[src/rtl/mult_operand_sequencer.sv]
// Operand sequencer for a shift-add multiplier: accepts an operand pair, pulses start,
// waits for done (with timeout) and holds the product for downstream. Optional macro: ZERO_BYPASS_EN.
module mult_operand_sequencer #(
  parameter int unsigned TIMEOUT_CYCLES = 64
) (
  input  logic        clk,
  input  logic        reset,
  input  logic        in_valid,
  output logic        in_ready,
  input  logic [15:0] in_a,
  input  logic [15:0] in_b,
  output logic        mult_start,
  output logic [15:0] mult_multiplicand,
  output logic [15:0] mult_multiplier,
  input  logic        mult_done,
  input  logic [31:0] mult_product,
  output logic        out_valid,
  input  logic        out_ready,
  output logic [31:0] out_product,
  output logic        busy,
  output logic        timeout_err,
  output logic [15:0] ops_done
);

  typedef enum logic [1:0] {
    ST_IDLE  = 2'd0,
    ST_ISSUE = 2'd1,
    ST_WAIT  = 2'd2,
    ST_OUT   = 2'd3
  } state_t;

  localparam logic [7:0] TO_LAST = 8'(TIMEOUT_CYCLES - 1);

  state_t      state_q, state_d;
  logic        in_ready_q, in_ready_d;
  logic        mult_start_q, mult_start_d;
  logic [15:0] mcand_q, mcand_d;
  logic [15:0] mplier_q, mplier_d;
  logic        out_valid_q, out_valid_d;
  logic [31:0] out_product_q, out_product_d;
  logic        busy_q, busy_d;
  logic        timeout_err_q, timeout_err_d;
  logic [15:0] ops_done_q, ops_done_d;
  logic [7:0]  tcnt_q, tcnt_d;
  logic        transfer_s;

  assign transfer_s = in_valid & in_ready_q;

  // Next-state and datapath; all outputs are derived from the next state so they stay registered
  always_comb begin
    state_d       = state_q;
    mcand_d       = mcand_q;
    mplier_d      = mplier_q;
    out_product_d = out_product_q;
    timeout_err_d = timeout_err_q;
    ops_done_d    = ops_done_q;
    tcnt_d        = tcnt_q;
    case (state_q)
      ST_IDLE: begin
        if (transfer_s) begin
          mcand_d  = in_a;
          mplier_d = in_b;
`ifdef ZERO_BYPASS_EN
          if ((in_a == 16'h0000) || (in_b == 16'h0000)) begin
            out_product_d = 32'h0000_0000;
            state_d       = ST_OUT;
          end else begin
            state_d = ST_ISSUE;
          end
`else
          state_d = ST_ISSUE;
`endif
        end else begin
          state_d = ST_IDLE;
        end
      end
      ST_ISSUE: begin
        tcnt_d  = 8'd0;
        state_d = ST_WAIT;
      end
      ST_WAIT: begin
        // A done arriving on the final timeout cycle still counts as success
        if (mult_done) begin
          out_product_d = mult_product;
          state_d       = ST_OUT;
        end else if (tcnt_q == TO_LAST) begin
          timeout_err_d = 1'b1;
          out_product_d = 32'hFFFF_FFFF;
          state_d       = ST_OUT;
        end else begin
          tcnt_d = tcnt_q + 8'd1;
        end
      end
      ST_OUT: begin
        if (out_ready) begin
          ops_done_d = ops_done_q + 16'd1;
          state_d    = ST_IDLE;
        end else begin
          state_d = ST_OUT;
        end
      end
      default: begin
        state_d = ST_IDLE;
      end
    endcase
    in_ready_d   = (state_d == ST_IDLE);
    busy_d       = (state_d != ST_IDLE);
    mult_start_d = (state_d == ST_ISSUE);
    out_valid_d  = (state_d == ST_OUT);
  end

  // State and output registers
  always_ff @(posedge clk or posedge reset) begin
    if (reset) begin
      state_q       <= ST_IDLE;
      in_ready_q    <= 1'b1;
      mult_start_q  <= 1'b0;
      mcand_q       <= 16'h0000;
      mplier_q      <= 16'h0000;
      out_valid_q   <= 1'b0;
      out_product_q <= 32'h0000_0000;
      busy_q        <= 1'b0;
      timeout_err_q <= 1'b0;
      ops_done_q    <= 16'h0000;
      tcnt_q        <= 8'd0;
    end else begin
      state_q       <= state_d;
      in_ready_q    <= in_ready_d;
      mult_start_q  <= mult_start_d;
      mcand_q       <= mcand_d;
      mplier_q      <= mplier_d;
      out_valid_q   <= out_valid_d;
      out_product_q <= out_product_d;
      busy_q        <= busy_d;
      timeout_err_q <= timeout_err_d;
      ops_done_q    <= ops_done_d;
      tcnt_q        <= tcnt_d;
    end
  end

  assign in_ready          = in_ready_q;
  assign mult_start        = mult_start_q;
  assign mult_multiplicand = mcand_q;
  assign mult_multiplier   = mplier_q;
  assign out_valid         = out_valid_q;
  assign out_product       = out_product_q;
  assign busy              = busy_q;
  assign timeout_err       = timeout_err_q;
  assign ops_done          = ops_done_q;

endmodule

[config.mk]
export PLATFORM = sky130hd
export DESIGN_NAME = mult_operand_sequencer
export DESIGN_NICKNAME = d
export VERILOG_FILES = /design/src/rtl/mult_operand_sequencer.sv
export SDC_FILE = /design/constraint.sdc
export NUM_CORES = 1
export LEC_CHECK = 0
export CAP_MARGIN = 0
export CORE_ASPECT_RATIO = 1.4
export CORE_UTILIZATION = 46
export CTS_CLUSTER_SIZE = 20
export DETAILED_ROUTE_END_ITERATION = 8
export PLACE_DENSITY_LB_ADDON = 0.25
export SETUP_SLACK_MARGIN = 0.5
export SYNTH_ARGS = -nofsm -noshare
export SYNTH_HDL_FRONTEND = slang
export SYNTH_SLANG_ARGS = --single-unit
[constraint.sdc]
create_clock -name clk -period 6.1 [get_ports clk]
set_input_delay 0.61 -clock clk [delete_from_list [all_inputs] [get_ports clk]]
set_output_delay 0.61 -clock clk [all_outputs]
set_load 0.01 [all_outputs]
==> Flow_metrics.wiki <==
{| class="wikitable"
! Metric !! Value
|-
| Number of cells on the worst hold path || 1
|-
| Unrepaired setup endpoints after global routing || false
|-
| DR iter-0 viols || 106
|-
| Worst hold slack across all endpoints || 0.4685 ns
|-
| Power density of the placed cells || between 400 and 500 nW/um^2
|-
| Clock buffers created by TritonCTS || 9
|-
| Total congestion overflow after global routing || 0
|-
| Required time at the worst-slack endpoint || approximately 6.3 ns
|-
| R2R Path End || out_product[12]
|-
| Input/output buffers || 153
|-
| Max transition margin || 0.2425
|-
| Setup_tns || 0 ns
|-
| Highest metal layer with signal wires || met4
|-
| Post-synthesis area per instance || 13.90 um^2
|-
| Max Buffers Root-to-Sink || 2
|-
| Total Power || 2.450 mW
|-
| Detailed placer's ending HPWL || 6.123 mm
|-
| Cells on worst reg2reg path || 3
|-
| Total nets after synthesis || 345
|-
| Gate power share || 0.426
|-
| Final standard cell area without fillers || 5542 um^2
|-
| Area of the core region || 7893 um^2
|-
| Die footprint || around 8600 um^2
|-
| R2R Path Start || state_q[1]
|-
| Biggest fanout along the worst timing path || 32
|-
| Total global-route track usage || 0.2098
|-
| Number of nets in the layout || 499
|-
| Leak pwr || 2.347 nW
|-
| Average detailed-routed wire length per instance || 16.06 um
|-
| Pre-Repair DR Iteration Count || 4
|-
| Type of the worst setup path || input port to flop
|-
| Post-synthesis sequential element count || 95
|-
| Post-detailed-route DRC marker count || 0
|-
| DR vias || 2766
|-
| Combinational family with the most area after synthesis || multiplexers
|-
| Starting Density || 0.4824
|-
| Highest attainable clock frequency || 0.4577 GHz
|-
| Maximum number of pins on one net before global-route repair || 85
|-
| Outcome || complete, no violations
|-
| Routed wire length || 8.527 mm
|-
| Part of the Yosys area used for sequential elements || 0.6247
|-
| Clock slew at the register clock pins of the worst setup and hold paths || 0.08 ns
|-
| Vias in the first global route || about 2800
|-
| Actual transition at the worst max-transition pin || 1.133 ns
|-
| Proportion of layout cells with a drive suffix above 1 || 0.1276
|-
| CTS Hold Buffers Added || 0
|-
| Multiplexer area fraction after synthesis || 0.1052
|-
| Portion of total power attributed to sequential cells || 0.425
|-
| Count of instances resized after the clock tree is built || 0
|-
| CTS Sinks || 95
|-
| Switching Fraction || 0.3136
|-
| Number of antenna violations at the first check in global routing || 0
|-
| Number of cells in the design after placement || 517
|-
| DP Area || 5378 um^2
|-
| VDD IR max || 0.2866 mV
|-
| Global-route wire length before repair || between 10 and 15 mm
|-
| Layout overhead on the synthesized area || 45.55%
|-
| Routed metal-1 wire length || 3.388 mm
|-
| Antenna Diode Count || 0
|-
| Number of endpoints failing setup at the final stage || 0
|-
| Buffer type at the clock tree root || clkbuf_8
|-
| Number of hold violations in the final report || 0
|-
| DR WL met2 || 4.479 mm
|-
| Number of placed I/O pins || roughly 150
|-
| Area of the mapped netlist || 3807 um^2
|-
| Post-CTS setup buffer count || 0
|-
| Internal Pwr Total || 1.682 mW
|-
| Highest-count cells in the layout ignoring fill and taps || clkdlybuf4s50_1, dfrtp_1, mux2_2, o22a_1, nand2_1
|-
| Hold path start || timeout_err
|-
| Critical Path Start || mult_done
|-
| Instance count of the mapped netlist || 274
|-
| Min Clock Period, post-route || 2.185 ns
|-
| Largest clock skew in the final design || 0.006769 ns
|-
| Sort of element at the start of the critical path || input port
|-
| Post-synthesis share of cell area spent on and, or, nand and nor gates || 0.1025
|-
| Max_cap viols || 0
|-
| Arr. time, crit path || 2.43 ns
|-
| Ratio of final minimum period to clock period || 0.3582
|-
| Synth Warn # || 0
|-
| WL met3 || 384 um
|-
| Relative contribution of the clock network to total power || 0.149
|-
| Critical path capture point type || flop
|-
| Adder-cell share of the synthesized area || 0.006572
|-
| Count of antenna-violating nets left after detailed routing || 0
|-
| Die X || about 79 um
|-
| Switching power summed over all nets || just under 0.8 mW
|-
| H-Tree Level Count || 3
|-
| Cell row count || 38
|-
| End point of the most critical hold path || timeout_err
|-
| Vias per Instance || ~5.2
|-
| FF-to-FF setup slack || 3.97 ns
|-
| Synth Area in XOR/XNOR || 0.03451
|-
| Min-delay worst type || flop to flop
|-
| TritonCTS clock tree || done
|-
| Final Slew Violations || 0
|-
| Last weighted congestion value of the routability-driven placer || 0.9060
|-
| Non-filler cells, final || 531
|-
| Insertion delay to the later sink of the worst-skew pair || 0.36 ns
|-
| Height of the die || between 100 and 150 um
|-
| Most common cell after layout, fill and taps aside || clkdlybuf4s50_1
|-
| Post-synthesis compound-gate area fraction || 0.09431
|-
| Distinct cells, synth || 36
|}
==> power groups by stage <==
stage / clock (mW) / combinational (mW) / sequential, mW
2_1_floorplan: 0 / 0.385 / 1.14
3_3_place_gp: 0 / 1.03 / 1.04
3_5_place_dp: 0 / 1.06 / 1.06
4_1_cts: 0.378 / 1.06 / 1.04
5_1_grt: 0.397 / 1.12 / 1.08
6_report: 0.365 / 1.04 / 1.04
==> cells in the mapped netlist (all sizes together) <==
master  count  area share
a211o       1      0.0023
a21o        1      0.0020
a21oi       6      0.0089
a31oi       1      0.0016
a41o        1      0.0026
and2b       1      0.0020
and3        5      0.0082
and4        3      0.0069
buf        12       0.027
dfrtp      94        0.62
dfstp       1      0.0069
ha          2      0.0066
inv         5      0.0049
mux2       32       0.095
mux2i       4       0.011
nand2      18       0.018
nand2b      2      0.0039
nand3       9       0.015
nand4       6      0.0099
nor2       11       0.013
nor2b       1      0.0016
nor3        3      0.0039
nor3b       2      0.0099
nor4        2      0.0072
o21ai       1      0.0013
o21bai      1      0.0020
o22a       32       0.074
or2         2      0.0033
xnor2      12       0.028
xor2        3      0.0069
==> per-layer routing <==
layer	track usage	vias to the layer above
met4	0.1195	0
met5	0	-
met2	0.3522	85
met3	0.03983	20
li1	-	1289
met1	0.2530	1372
==> worst max path at each step <==
stage / end / slack (ns) / cells after the start
after floorplan: busy / 3.01 / 1
after global placement: out_product[12] / 3.63 / 3
after detailed placement: out_product[12] / 3.55 / 3
after CTS: out_product[12] / 3.95 / 3
after global routing: out_product[12] / 3.80 / 3
final: out_product[12] / 3.92 / 3
==> kinds of logic (layout without fill, tap and decap cells) <==
logic type	count (synthesis)	in the layout
flip-flops	95	95
AND/OR/NAND/NOR	65	65
AO/OA/AOI/OAI	44	44
multiplexers	36	36
buffers and inverters	17	174
XOR/XNOR	15	15
adder cells (fa/ha/maj)	2	2
==> layout make-up <==
class / count / area [um^2]
inverters: 5 / 21.27
clock inverters: 1 / 5.005
repair buffers: 155 / 1546
flip-flops and latches: 95 / 2379
clock buffers: 13 / 158.9
well taps: 100 / 125.1
fillers: 601 / 2351
multi-input cells: 162 / 1306
==> through the flow <==
stage / util / setup WS, ns
after floorplan: - / 3.015
after global placement: 0.6814 / 3.633
after detailed placement: 0.6814 / 3.552
after CTS: 0.7021 / 3.946
after global routing: 0.7021 / 3.799
final: 0.7021 / 3.915
==> state kept, by name, indices dropped and copies added (netlist names) <==
name	cells
busy	1
in_ready	1
mult_multiplicand	16
mult_multiplier	16
mult_start	1
ops_done	16
out_product	32
out_valid	1
state_q	2
tcnt_q	8
timeout_err	1
==> critical path, cell delays in order <==
cell and delay (ns):
clkdlybuf4s50_1 0.62, nand2_1 0.70, o22a_1 0.48
No activity file was read; power rests on OpenSTA's default activity.
